### src/rtl/race_time_decoder.sv
// Race-logic temporal-to-binary reader: time-stamps the first falling edge of each line after start.
// Latency: a line falling k cycles after start reports k-1; out_valid rises one cycle after the window closes.
// Backpressure: the result is held in HOLD until out_valid&out_ready, and start is ignored until then.
// Optional feature: define RACE_DEC_SORT_CHECK_EN to add the sorted_ok output (non-decreasing times check).
module race_time_decoder #(
  parameter int N     = 16,
  parameter int TW    = 6,
  parameter int MAX_T = 63,
  parameter int SYNC  = 2
) (
  input  logic            clk,
  input  logic            rst_n,
  input  logic            start,
  input  logic [N-1:0]    lines_in,
  output logic            busy,
  output logic            out_valid,
  input  logic            out_ready,
  output logic [N*TW-1:0] times_out,
  output logic [N-1:0]    missed,
  output logic [N-1:0]    early
`ifdef RACE_DEC_SORT_CHECK_EN
  ,
  output logic            sorted_ok
`endif
);

  localparam int AW = $clog2(SYNC) + 1;

  typedef enum logic [1:0] {IDLE, ARM, RUN, HOLD} state_t;

  state_t          state_q;
  logic [N-1:0]    sync_q [SYNC];
  logic [N-1:0]    ls;
  logic [AW-1:0]   arm_q;
  logic [TW-1:0]   cnt_q;
  logic [TW-1:0]   times_q [N];
  logic [TW-1:0]   times_d [N];
  logic [N-1:0]    cap_q, cap_d;
  logic [N-1:0]    missed_d, early_d;
  logic            done;

  assign ls = sync_q[SYNC-1];

  // Synchronizer chain; idles high so reset never looks like a falling edge.
  always_ff @(posedge clk or negedge rst_n) begin
    if (!rst_n) begin
      for (int s = 0; s < SYNC; s++) sync_q[s] <= '1;
    end else begin
      sync_q[0] <= lines_in;
      for (int s = 1; s < SYNC; s++) sync_q[s] <= sync_q[s-1];
    end
  end

  // Next capture state: early marking on the last ARM cycle, first-fall-wins in RUN, timeout fill.
  always_comb begin
    times_d  = times_q;
    cap_d    = cap_q;
    missed_d = missed;
    early_d  = early;
    done     = 1'b0;
    case (state_q)
      ARM: begin
        if (arm_q == AW'(SYNC - 1)) begin
          for (int i = 0; i < N; i++) begin
            if (!ls[i]) begin
              cap_d[i]   = 1'b1;
              early_d[i] = 1'b1;
              times_d[i] = '0;
            end
          end
        end
      end
      RUN: begin
        for (int i = 0; i < N; i++) begin
          if (!ls[i] && !cap_q[i]) begin
            cap_d[i]   = 1'b1;
            times_d[i] = cnt_q;
          end
        end
        if (&cap_d) begin
          done = 1'b1;
        end else if (cnt_q == TW'(MAX_T)) begin
          done = 1'b1;
          for (int i = 0; i < N; i++) begin
            if (!cap_d[i]) begin
              missed_d[i] = 1'b1;
              times_d[i]  = TW'(MAX_T);
            end
          end
        end
      end
      default: ;
    endcase
  end

`ifdef RACE_DEC_SORT_CHECK_EN
  logic sort_d;

  // Ordering check on the values about to be latched for HOLD.
  always_comb begin
    sort_d = 1'b1;
    for (int i = 1; i < N; i++) begin
      if (times_d[i] < times_d[i-1]) sort_d = 1'b0;
    end
  end

  // Ordering flag, refreshed only when a result is presented.
  always_ff @(posedge clk or negedge rst_n) begin
    if (!rst_n)                        sorted_ok <= 1'b0;
    else if (state_q == RUN && done)   sorted_ok <= sort_d;
  end
`endif

  // Measurement FSM with registered busy/out_valid and result registers.
  always_ff @(posedge clk or negedge rst_n) begin
    if (!rst_n) begin
      state_q   <= IDLE;
      busy      <= 1'b0;
      out_valid <= 1'b0;
      arm_q     <= '0;
      cnt_q     <= '0;
      cap_q     <= '0;
      missed    <= '0;
      early     <= '0;
      for (int i = 0; i < N; i++) times_q[i] <= '0;
    end else begin
      case (state_q)
        IDLE: begin
          if (start) begin
            state_q <= ARM;
            busy    <= 1'b1;
            arm_q   <= '0;
            cnt_q   <= '0;
            cap_q   <= '0;
            missed  <= '0;
            early   <= '0;
            for (int i = 0; i < N; i++) times_q[i] <= '0;
          end
        end
        ARM: begin
          cap_q   <= cap_d;
          early   <= early_d;
          times_q <= times_d;
          if (arm_q == AW'(SYNC - 1)) begin
            state_q <= RUN;
            cnt_q   <= '0;
          end else begin
            arm_q <= arm_q + 1'b1;
          end
        end
        RUN: begin
          cap_q   <= cap_d;
          missed  <= missed_d;
          times_q <= times_d;
          if (done) begin
            state_q   <= HOLD;
            busy      <= 1'b0;
            out_valid <= 1'b1;
          end else if (cnt_q != TW'(MAX_T)) begin
            cnt_q <= cnt_q + 1'b1;
          end
        end
        HOLD: begin
          if (out_ready) begin
            state_q   <= IDLE;
            out_valid <= 1'b0;
          end
        end
        default: state_q <= IDLE;
      endcase
    end
  end

  // Flatten per-line times onto the output bus.
  always_comb begin
    times_out = '0;
    for (int i = 0; i < N; i++) times_out[i*TW +: TW] = times_q[i];
  end

endmodule
### config.mk
export PLATFORM = sky130hd
export DESIGN_NAME = race_time_decoder
export DESIGN_NICKNAME = d
export VERILOG_FILES = /design/src/rtl/race_time_decoder.sv
export SDC_FILE = /design/constraint.sdc
export NUM_CORES = 1
export LEC_CHECK = 0
export CAP_MARGIN = 40
export CORE_MARGIN = 3
export CORE_UTILIZATION = 35
export DETAILED_ROUTE_END_ITERATION = 7
export PLACE_DENSITY = 0.62
export SLEW_MARGIN = 20
export SYNTH_ARGS = -nofsm -noshare
export SYNTH_HDL_FRONTEND = slang
export SYNTH_SLANG_ARGS = --single-unit
### constraint.sdc
create_clock -name clk -period 4.4 [get_ports clk]
set_input_delay 1.1 -clock clk [delete_from_list [all_inputs] [get_ports clk]]
set_output_delay 1.1 -clock clk [all_outputs]
set_load 0.03 [all_outputs]
After elaboration in Yosys (flattened, before gate mapping)
Index checks and enable logic that the tools add are counted.
{"block": "word_totals", "wordCells": 394, "register_bits": 188, "input_bits": 20}
{"block": "classes", "mux": 148, "eq_ne": 64, "reduce_logical": 109, "add_sub_neg": 2}
{"operator": "2-to-1 mux 96 bit", "count": 5}
{"operator": "2-to-1 mux 6 bit", "count": 52}
{"operator": "case mux 96 bit (2 select lines)", "count": 1}
{"operator": "AND reduction 4 bit", "count": 33}
{"operator": "case mux 16 bit (2 select lines)", "count": 3}
{"operator": "AND reduction 5 bit", "count": 17}
{"operator": "inequality test 2 bit, second input constant", "count": 41}
{"operator": "2-to-1 mux 16 bit", "count": 5}
{"operator": "2-to-1 mux 1 bit", "count": 71}
{"operator": "inequality test 3 x 2 -> 1 bit, second input constant", "count": 16}
{"operator": "zero test 1 bit", "count": 32}
{"operator": "case mux 6 bit (3 select lines)", "count": 1}
{"operator": "logical AND 1 bit", "count": 16}
{"operator": "AND reduction 16 bit", "count": 1}
{"operator": "2-to-1 mux 2 bit", "count": 6}
{"operator": "AND reduction 3 bit", "count": 3}
{"operator": "case mux 2 bit (4 select lines)", "count": 1}
{"operator": "nonzero test 2 bit", "count": 4}
{"operator": "adder 6 x 1 -> 6 bit, second input constant", "count": 1}
{"operator": "equality test 6 bit, second input constant", "count": 1}
{"operator": "inequality test 6 bit, second input constant", "count": 1}
{"operator": "equality test 2 x 1 -> 1 bit, second input constant", "count": 2}
{"operator": "equality test 2 bit, second input constant", "count": 2}
{"operator": "case mux 1 bit (2 select lines)", "count": 2}
{"operator": "6 further kinds", "count": 6}

Logic depth before layout (Yosys ltp)
{"block": "depth", "depth_word": 9, "mapped_depth": 10, "ltp_nobuf": 8}

Least setup slack after synthesis
OpenSTA, ideal clock, no wires.
{"block": "synth_path", "path_type": "input-to-reg", "start": "input start", "end": "register times_q (netlist bit times_out[46])", "t_arrival_ps": 2310, "cell_stages": 8, "path_slack_ps": 1975, "path_buffers": 2, "cell_sequence": "nand2b_1 > and3_1 > buf_2 > clkbuf_1 > a21oi_1 > o21ai_1 > nand2_1 > o311ai_0"}
{"block": "synth_between", "elab_chain_len": 2}
{"item": "from (decl)", "line": "13", "text": "input logic start,"}
{"item": "inequality test 2 bit (no line)"}
{"item": "AND reduction 4 bit (no line)"}
{"item": "to (signal assigned)", "line": "143", "text": "times_q <= times_d;"}
{"item": "to (signal assigned)", "line": "154", "text": "times_q <= times_d;"}
{"item": "to (decl)", "line": "36", "text": "logic [TW-1:0] times_q [N];"}
No other way between the ends.
A chain may end at the register's enable or synchronous reset.

Final worst setup path
{"block": "layout_path", "start": "input start", "end": "register times_q (netlist bit times_out[70])"}
The elaborated chain is that of the path after synthesis.

==> summary.md <==
| Metric | Value |
|---|---|
| CP Class | primary input to flip-flop |
| Post-synth ARST share | 1.00 |
| Critical Path Fanout Max | 14 |
| Clock tree sinks | 188 |
| Effective utilization at floorplan | 0.361 |
| First DRT Iteration DRCs | 449 |
| Final Util | 0.473 |
| Wire per inst | roughly 20 um |
| Initial antenna violation count | 0 |
| Worst-path clk slew | 0.07 ns |
| Min Tclk post-route | 3.07 ns |
| Cts bufs inserted | 17 |
| Period utilisation layout | 0.699 |
| Ant diodes | 0 |
| ANT nets after route | 0 |
| First-pass GRT wire length | 36200 um |
| GR Util All Layers | 0.192 |
| Max Freq | 0.325 GHz |
| Synth Area in XOR/XNOR | 0.00109 |
| GP Congestion | 0.800 |
| Setup crit start kind | primary input |
| Post-CTS sizing | 0 |
| Main combinational cell family by area after synthesis | compound AO/OA/AOI/OAI gates |
| Final setup viols | 0 |
| CTS H-Tree Depth | 4 |
| Vert. Die Dim | 157 um |
| Synth-to-Final Area Change | 31.1% |
| Top-area cell type share of the netlist area | 0.488 |
| Crit path capture type | flip-flop |
| DP Cell Count | 1137 |
| Non-Filler Instances | 1173 |
| Via count | 6384 |
| Worst-Margin Slew | 0.814 ns |
| Area leader, netlist | dfrtp_1 |
| Num ports | 150 |
| Post-Route Setup TNS | 0 ns |
| Vias in the first global route | 6029 |
| Sequential-to-total area share from yosys stat | 0.593 |
| Maximum root-to-sink buffer count | 2 |
| Synth area leaders | dfrtp_1, dfstp_2, nand2_1 |
| Worst hold path class | flip-flop to flip-flop |
| Complex-gate fraction of the synthesized area | 0.197 |
| CTS tree | yes |
| DRT Pass-1 Iters | 5 |
| Final max-slew violation count | 0 |
| Mapped Nets | 765 |
| Vias per std cell | 5.44 |
| # nets final | just over 900 |
| Final hold vios | 0 |
| Share of post-route cells with drive strength above 1 | 0.118 |
| LEAKAGE | 4.29 nW |
| Die area | 0.0247 mm^2 |
| Status | complete, no violations |
| Netlist cell types | 38 |
| WL final | about 24000 um |
| Site Rows | 54 |
| Post-route clock skew | 0.0152 ns |
| PD cells | 611 mW/mm^2 |
| Port bufs | about 150 |
| Mux cell area share after synthesis | 0.00766 |
| Synth Cell Area | between 0.008 and 0.009 mm^2 |
| Prevailing post-synth register cell | dfrtp_1 |
| HPWL after DPL | 15900 um |
| Number of synthesized register bits | 188 |
| Post-Synth Simple-Gate Area | 0.157 |
| Mean Syn Cell Area | between 10 and 15 um^2 |
| Hold_ws | 0.356 ns |
| Clock root buffer | clkbuf_16 |
| Mapped Cells | ~740 |
| Max_cap viols | 0 |
| Crit path DAT | 3.41 ns |
| Worst path required time | ~4.7 ns |
| Yosys warns | 0 |
| Worst VDD drop | 462 uV |
| Largest net degree at the start of global routing | 95 |
| Core area | 0.0222 mm^2 |
| Setup bufs post-CTS | 0 |
| Fillers | a little over 2000 |
| Total grt overflow | 0 |
| Drt drc | 0 |
| RSZ-0062 raised after global routing | false |
| Relative slew slack | 0.456 |
| Post-synth EDFFs | 0 |
| Post-CTS Hold Fix Bufs | 0 |
| Later-pin clock latency in the skew report | 0.44 ns |
| Die X-Extent | 157 um |
| Adder-cell share of the synthesized area | 0.0109 |
[cell families (layout without fill, tap and decap cells)]
| family | after synthesis | in the layout |
|---|---|---|
| compound gates | 222 | 222 |
| xor+xnor | 1 | 1 |
| fa+ha+maj | 7 | 7 |
| buf+inv | 65 | 220 |
| flops | 188 | 188 |
| mux | 6 | 6 |
| simple gates | 249 | 249 |
[per-layer routing]
metal / up-vias / track usage / share of wire
li1: 2979 / - / -
met5: - / 0 / 0
met2: 183 / 0.294 / 0.47
met3: 22 / 0.0385 / 0.052
met1: 3200 / 0.280 / 0.47
met4: 0 / 0.0533 / 0.012
[through the flow]
step                      power [mW]  worst slack [ns]  cell area (um^2)
final                           6.41              1.33             10500
after global routing            6.76              1.20             10500
after CTS                       6.41              1.38             10400
after detailed placement        4.90             0.926              9860
after global placement          4.81             0.963              9770
after floorplan                 3.88              1.97              8000
[state kept, by name (all words and copies together), names as in the netlist]
name       cells
out_valid      1
sync_q        16
arm_q          2
early         16
missed        16
busy           1
ls            16
times_out     96
state_q        2
cnt_q          6
cap_q         16
[path summary, 6_finish.rpt]
path | from | end | slack (ns) | depth (start not counted)
max | start | times_out[70] | 1.33 | 8
min | sync_q[24] | ls[8] | 0.36 | 0
max reg2reg | state_q[0] | times_out[78] | 1.42 | 8
min reg2reg | sync_q[24] | ls[8] | 0.36 | 0
max in group asynchronous | rst_n | ls[10] | 2.79 | 3
min in group asynchronous | rst_n | times_out[19] | 0.55 | 1
[synth_stat cells (3+ instances only)]
| cell | number |
|---|---|
| a21oi_1 | 61 |
| a21oi_2 | 3 |
| a22o_1 | 4 |
| a31oi_1 | 6 |
| and3_1 | 3 |
| buf_2 | 9 |
| clkbuf_1 | 36 |
| dfrtp_1 | 156 |
| dfstp_2 | 32 |
| ha_1 | 7 |
| inv_1 | 17 |
| mux2i_1 | 5 |
| nand2_1 | 145 |
| nand2b_1 | 12 |
| nand3_1 | 3 |
| nand4_1 | 9 |
| nand4_4 | 10 |
| nor2_1 | 50 |
| nor2b_1 | 11 |
| o21a_1 | 16 |
| o21ai_0 | 18 |
| o21ai_1 | 11 |
| o311ai_0 | 35 |
| o311ai_1 | 61 |
[cells in the final DEF (no fill, tap or decap), drive strengths merged, types with 12 or more instances in the layout]
master         instances
buf                   21
dfstp                 32
o21ai                 29
a21oi                 64
nand2b                12
o311ai                96
nand2                146
nor2                  50
o21a                  16
inv                   23
dfrtp                156
clkbuf                19
nand4                 19
clkdlybuf4s50        148
[worst max-delay path: stages]
cell and delay [ns]:
clkdlybuf4s50_1 0.50, nand2b_1 0.22, and3_1 0.61, buf_4 0.32
a21oi_1 0.09, o21ai_1 0.38, nand2_1 0.10, o311ai_1 0.08
[report_power, final]
| part | total [mW] | internal (mW) | switching (mW) | leakage (nW) |
|---|---|---|---|---|
| clock network | 1.50 | 0.791 | 0.709 | 0.261 |
| registers | 2.25 | 2.00 | 0.250 | 2.41 |
| logic | 2.66 | 0.833 | 1.83 | 1.61 |
[layout make-up]
class,count,area [um^2],area share
clock buffer,18,429,0.0409
clock inverter,14,134,0.0128
inverter,18,67.6,0.00644
multi-input combinational,485,3010,0.287
sequential,188,4740,0.452
tap,280,350,0.0334
timing repair buffer,170,1750,0.167
Note: power is estimated with default switching activity, not from simulation.
